$ cat config.mk
export PLATFORM = sky130hd
export DESIGN_NAME = bram_rd_scheduler
export DESIGN_NICKNAME = d
export VERILOG_FILES = /design/src/rtl/bram_rd_scheduler.sv
export SDC_FILE = /design/constraint.sdc
export NUM_CORES = 1
export LEC_CHECK = 0
export ABC_CLOCK_PERIOD_IN_PS = 2900
export BUFFER_PORTS_ARGS = -buffer_cell sky130_fd_sc_hd__buf_2
export CAP_MARGIN = 20
export CORE_ASPECT_RATIO = 0.5
export CORE_MARGIN = 2
export CORE_UTILIZATION = 47
export CTS_CLUSTER_SIZE = 40
export DETAILED_ROUTE_END_ITERATION = 16
export HOLD_SLACK_MARGIN = 0.05
export MAX_ROUTING_LAYER = met4
export PLACE_DENSITY = 0.81
export SYNTH_ARGS = -nofsm -noshare
export SYNTH_HDL_FRONTEND = slang
export SYNTH_SLANG_ARGS = --single-unit
export TNS_END_PERCENT = 50
$ cat constraint.sdc
create_clock -name clk -period 2.9 [get_ports clk]
set_clock_uncertainty 0.05 [all_clocks]
set_input_delay 0.58 -clock clk [delete_from_list [all_inputs] [get_ports clk]]
set_output_delay 0.58 -clock clk [all_outputs]
set_load 0.01 [all_outputs]
$ cat src/rtl/bram_rd_scheduler.sv
// Two-requester burst read scheduler driving a single-port BRAM read port.
// Latency: grant in cycle N, address cycles N+1..N+len, data at address cycle + RD_LAT + 1.
// Backpressure: req_ready is a one-cycle accept pulse; there is none on the read-data side.
//
// Ports:
//   clk, rst_n                   clock, asynchronous active-low reset
//   ram_clk/rst/en/addr/we/wd_data, ram_rd_data   BRAM port (read-only use)
//   req_valid[1:0], req_addr0/1, req_len0/1, req_ready[1:0]   burst request side
//   rd_valid, rd_data, rd_id, rd_last             read-data stream, in issue order
//   busy                                          grant, issuing or reads in flight
module bram_rd_scheduler #(
   parameter int ADDR_W = 32,
   parameter int DATA_W = 32,
   parameter int LEN_W  = 8,
   parameter int RD_LAT = 1
) (
   input  logic              clk,
   input  logic              rst_n,
   output logic              ram_clk,
   output logic              ram_rst,
   output logic              ram_en,
   output logic [ADDR_W-1:0] ram_addr,
   output logic [3:0]        ram_we,
   output logic [DATA_W-1:0] ram_wd_data,
   input  logic [DATA_W-1:0] ram_rd_data,
   input  logic [1:0]        req_valid,
   input  logic [ADDR_W-1:0] req_addr0,
   input  logic [ADDR_W-1:0] req_addr1,
   input  logic [LEN_W-1:0]  req_len0,
   input  logic [LEN_W-1:0]  req_len1,
   output logic [1:0]        req_ready,
   output logic              rd_valid,
   output logic [DATA_W-1:0] rd_data,
   output logic              rd_id,
   output logic              rd_last,
   output logic              busy
);

   localparam logic [0:0] S_IDLE  = 1'b0;
   localparam logic [0:0] S_ISSUE = 1'b1;

   logic [0:0]        state;
   logic              rr_prio;     // requester that wins a tie
   logic              cur_id;      // requester owning the burst being issued
   logic [LEN_W-1:0]  cnt;         // address cycles remaining after the current one
   logic              gnt_any;
   logic              gnt_id;
   logic [RD_LAT-1:0] pipe_vld;
   logic [RD_LAT-1:0] pipe_id;
   logic [RD_LAT-1:0] pipe_last;

   assign ram_clk     = clk;
   assign ram_rst     = 1'b0;
   assign ram_we      = 4'b0000;
   assign ram_wd_data = '0;

   // Requests are only looked at in IDLE; a tie goes to rr_prio.
   always_comb begin
      gnt_any = (state == S_IDLE) && (req_valid != 2'b00);
      gnt_id  = 1'b0;
      case (req_valid)
         2'b10:   gnt_id = 1'b1;
         2'b11:   gnt_id = rr_prio;
         default: gnt_id = 1'b0;
      endcase
   end

   // The accept pulse is combinational with the grant, so it is gated by
   // rst_n to stay low while reset is held with requests pending.
   assign req_ready = (gnt_any && rst_n) ? (gnt_id ? 2'b10 : 2'b01) : 2'b00;

   assign busy = rst_n && (gnt_any || (state == S_ISSUE) || (pipe_vld != '0) || rd_valid);

   // Address generator. Loading len-1 into cnt makes len=0 naturally
   // produce 2^LEN_W address cycles.
   always_ff @(posedge clk or negedge rst_n) begin
      if (!rst_n) begin
         state    <= S_IDLE;
         ram_en   <= 1'b0;
         ram_addr <= '0;
         cnt      <= '0;
         cur_id   <= 1'b0;
         rr_prio  <= 1'b0;
      end else begin
         case (state)
            S_IDLE: begin
               if (gnt_any) begin
                  state    <= S_ISSUE;
                  ram_en   <= 1'b1;
                  ram_addr <= gnt_id ? req_addr1 : req_addr0;
                  cnt      <= (gnt_id ? req_len1 : req_len0) - LEN_W'(1);
                  cur_id   <= gnt_id;
                  rr_prio  <= ~gnt_id;
               end else begin
                  ram_en   <= 1'b0;
               end
            end
            default: begin
               if (cnt == '0) begin
                  state  <= S_IDLE;
                  ram_en <= 1'b0;
               end else begin
                  ram_en   <= 1'b1;
                  ram_addr <= ram_addr + ADDR_W'(4);
                  cnt      <= cnt - LEN_W'(1);
               end
            end
         endcase
      end
   end

   // Tag pipeline: stage RD_LAT-1 lines up with ram_rd_data for its address.
   always_ff @(posedge clk or negedge rst_n) begin
      if (!rst_n) begin
         pipe_vld  <= '0;
         pipe_id   <= '0;
         pipe_last <= '0;
      end else begin
         pipe_vld[0]  <= ram_en;
         pipe_id[0]   <= ram_en & cur_id;
         pipe_last[0] <= ram_en & (cnt == '0);
         for (int i = 1; i < RD_LAT; i++) begin
            pipe_vld[i]  <= pipe_vld[i-1];
            pipe_id[i]   <= pipe_id[i-1];
            pipe_last[i] <= pipe_last[i-1];
         end
      end
   end

   // Output register; rd_data keeps its last word between strobes.
   always_ff @(posedge clk or negedge rst_n) begin
      if (!rst_n) begin
         rd_valid <= 1'b0;
         rd_data  <= '0;
         rd_id    <= 1'b0;
         rd_last  <= 1'b0;
      end else begin
         rd_valid <= pipe_vld[RD_LAT-1];
         rd_id    <= pipe_vld[RD_LAT-1] & pipe_id[RD_LAT-1];
         rd_last  <= pipe_vld[RD_LAT-1] & pipe_last[RD_LAT-1];
         if (pipe_vld[RD_LAT-1]) begin
            rd_data <= ram_rd_data;
         end
      end
   end

endmodule

* Word level (Yosys, flattened, before mapping)
Index checks and enable logic that the tools add are counted.
** Word-level totals
- Bits in latches :: 0
- Bits in read-only memories :: 0
- Memories kept :: 0
- Logic and storage cells :: 49
- Input bits :: 116
- Register bits after elaboration :: 81
- Bits in writable memories :: 0
- Output and inout port bits :: 109
** Cells by class
- Divide/modulo/power cells :: 0
- $mul :: 0
- Reduce and logical (&&, ||, !) cells :: 11
- Shifts and indexed selects :: 0
- Bitwise gates (word level) :: 6
- Muxes and demuxes :: 14
- Order comparisons :: 0
- $add $sub $neg :: 3
- Eq/ne operators :: 3
** Operators with widths (number)
- $mux W32 :: 4
- $add A32 B3 Y32 const B :: 1
- $mux W8 :: 4
- $sub A8 B1 Y8 const B :: 2
- $logic_not A8 Y1 :: 1
- $and A1 B1 Y1 :: 4
- $eq A2 B2 Y1 const B :: 2
- $mux W2 :: 2
- $reduce_and A2 Y1 :: 2
- $reduce_bool A2 Y1 :: 2
- $logic_and A1 B1 Y1 :: 3
- $logic_or A1 B1 Y1 :: 3
- $mux W1 :: 3
- $ne A2 B2 Y1 const B :: 1
- $not A1 Y1 :: 2
- $pmux W1 S2 :: 1

* Longest topological paths before layout
- Depth after elaboration :: 6
- Depth in mapped cells :: 12
- Mapped depth without buffers :: 9

==> reports/results.txt <==
status: completed
Worst path max stage delay: 390 ps
worst-path cell chain: nand2b_1 -> buf_4 -> nand2_1 -> buf_4 -> and3_1 -> buf_2
Post-DP HPWL: 8960 microns
final hold violation count: 0
Yosys top cell area share: 42.9%
Die X: 146 microns
Most Crowded Layer GR: met2
Layout area overhead: 28.6%
Reg clk slew, reported paths: 70 ps
unrepaired setup endpoints after global routing: false
Worst setup EP type: primary output
first-pass GRT wire length: 19800 microns
gr usage total: 23.7%
post-synthesis sequential area ratio: 42.9%
final global-route overflow total: 0
crit path kind: register to primary output
FMAX: 372 MHz
ys flop type: dfrtp_1
post-layout util: 63.3%
PostCTS Resize Cnt: 0
synthesized cell area: 0.00472 sq mm
EDFF count, synth: 0
P_sw: 0.00170 W
vias in the first global route: 4108
Synth Warn #: 0
vias per cell: 5.29
via count: 4561
Flop pwr share: 38.1%
Hold Buf Count CTS: 1
drt wl/cell: 14.5 microns
I/O Pins: 225
worst hold-check path type: primary input to register
cell taking the most area after synthesis: dfrtp_1
hold slack: 306 ps
Clk pwr share: 31.0%
Crit-path slowest cell: dfrtp_1
GR Layer Usage met1: 27.9%
ranking of synthesized cells by area: dfrtp_1 43%, nand2_1 7.9%, mux2_2 7.9%, buf_4 6.0%, nand3_1 5.0%
syn_area_per_cell: 8.75 sq um
largest net degree at the start of global routing: 63
DR iter-0 viols: 329
Die ar.: 0.0109 sq mm
Post-CTS Setup Bufs: 0
Place WS: 210 ps
cell count after synthesis: 540
leakage dissipation: 3.01 nW
layout cells sized above 1: 36.0%
clock latency on the worst-skew pair: 450 ps
Remaining DRCs: 0
normalized max-slew margin: 43.8%
FP Rows: 25
met2 usage in global routing: 41.4%
period utilisation layout: 92.8%
Detailed Route WL: 12500 microns
CP most frequent cell: buf_4
Req. time, crit path: 2270 ps
startpoint types: register
final-report setup violation count: 0
ys async rst share: 100%
core area: 0.00960 sq mm
WP data arrival: 2060 ps
met3 Resource Use GR: 5.09%
TNS Setup: 0 ps
maxcap violations: 0
Starting Density: 49.2%
post-route ant nets: 0
IO buf count: 187
CP max FO: 21
maximum vdd drop: 0.336 mV
placed cell area: 0.00566 sq mm
Fillers: 848
CTS tree: built
ant diodes: 0
drt first pass iters: 6
routability congestion estimate: 0.876
flops & latches, synth: 81
design area: 0.00608 sq mm
Net Sw Frac: 35.3%
max-slew violations: 0
cell internal pwr: 0.00313 W
Final nets: 840
Worst Slack Setup Final: 210 ps
Die Span Y: 74.9 microns
post-layout min period: 2690 ps
PwrDens: 794 mW/mm^2
Worst Tran Pin Value: 842 ps
Synth cell types: 52
initial antenna violation count: 0
Comb pwr share: 30.9%
==> power groups by stage <==
| stage | Clock, W | Combinational [W] | Sequential, W |
|---|---|---|---|
| CTS | 0.00152 | 0.00150 | 0.00183 |
| floorplan | 0.0000284 | 0.000855 | 0.00189 |
| global route | 0.00158 | 0.00166 | 0.00190 |
| detailed placement | 0.0000208 | 0.00149 | 0.00185 |
| finish | 0.00150 | 0.00149 | 0.00184 |
| global placement | 0.0000208 | 0.00145 | 0.00183 |
==> flip-flops by register name (all words and copies together) (netlist names) <==
signal / count
cnt: 8
state: 1
rr_prio: 1
ram_addr: 32
rd_data: 32
pipe_id: 1
rd_last: 1
pipe_last: 1
rd_id: 1
cur_id: 1
pipe_vld: 1
rd_valid: 1
==> kinds of logic (layout without fill, tap and decap cells) <==
kind of cell	Yosys count	after routing	synth area share, %
mux	46	46	10.6
simple gates	217	217	21.6
compound gates	112	112	14.1
other cells	1	37	0.0794
flops	81	81	42.9
xor+xnor	5	5	0.927
buf+inv	76	227	9.27
fa+ha+maj	2	2	0.530
==> layout by cell type (no fill, tap or decap), drive strengths merged, types with 2 or more instances in the layout <==
| master | synthesis | layout |
|---|---|---|
| bufinv | 0 | 2 |
| and4 | 4 | 4 |
| nand2 | 100 | 100 |
| nor2 | 25 | 25 |
| and2 | 4 | 4 |
| o311a | 4 | 4 |
| inv | 6 | 10 |
| a21oi | 35 | 35 |
| buf | 46 | 201 |
| a31oi | 8 | 8 |
| ha | 2 | 2 |
| mux2i | 13 | 13 |
| and3 | 12 | 12 |
| nor3 | 7 | 7 |
| o311ai | 2 | 2 |
| xnor2 | 2 | 2 |
| dfrtp | 81 | 81 |
| mux2 | 33 | 33 |
| clkbuf | 24 | 12 |
| o31ai | 2 | 2 |
| a21o | 2 | 2 |
| nand2b | 3 | 3 |
| conb | 1 | 37 |
| nand4 | 6 | 6 |
| o31a | 2 | 2 |
| o21ai | 45 | 45 |
| xor2 | 3 | 3 |
| nand3 | 47 | 47 |
| or3 | 3 | 3 |
==> cells in the mapped netlist (4+ instances only) <==
library cell	n
buf_1	5
o21ai_0	45
mux2_2	33
dfrtp_1	81
o311a_1	4
mux2i_1	13
nand4_1	6
a21oi_1	35
nor2_1	25
clkbuf_1	24
buf_4	38
nor3_1	7
inv_1	5
and3_1	12
nand2_1	100
nand3_1	47
a31oi_1	8
and4_1	4
==> per-stage QoR <==
| stage | total power [W] | instances |
|---|---|---|
| floorplan | 0.00278 | 576 |
| global placement | 0.00330 | 842 |
| detailed placement | 0.00336 | 842 |
| CTS | 0.00486 | 862 |
| global route | 0.00514 | 862 |
| finish | 0.00483 | 862 |
==> worst max-delay path, delay by kind of cell, from the launching register on <==
family	cells	cell delay (ps)
AND/OR/NAND/NOR	3	610
buffers and inverters	3	610
flip-flops	1	390
==> cell type report <==
class	count	area [sq um]	share of cell area (%)
sequential	81	2030	33.4
clock inverter	7	106	1.75
clock buffer	13	305	5.02
tap	135	169	2.78
timing repair buffer	201	1050	17.3
inverter	6	22.5	0.371
multi-input combinational	419	2400	39.4
==> path summary, 6_finish.rpt <==
| check | to | slack [ps] | cells past startpoint | start |
|---|---|---|---|---|
| hold / removal | rd_data[7]$_DFFE_PN0P_ | 310 | 2 | ram_rd_data[7] |
| setup / recovery | req_ready[0] | 210 | 6 | rr_prio$_DFFE_PN0P_ |
| max in group asynchronous | state$_DFF_PN0_ | 1140 | 3 | rst_n |
| hold reg to reg | rd_id$_DFF_PN0_ | 400 | 1 | pipe_id$_DFF_PN0_ |
| min in group asynchronous | ram_addr[1]$_DFFE_PN0P_ | 560 | 2 | rst_n |
| setup reg to reg | cnt[7]$_DFFE_PN0P_ | 430 | 7 | rr_prio$_DFFE_PN0P_ |
==> per-layer routing <==
metal,wire length (microns),vias up,share of wire (%)
met5,0,-,0
met4,211,0,1.7
met3,719,22,5.8
met2,6230,193,50
met1,5320,2145,43
li1,-,2201,-
(Power assumes the default switching activity.)
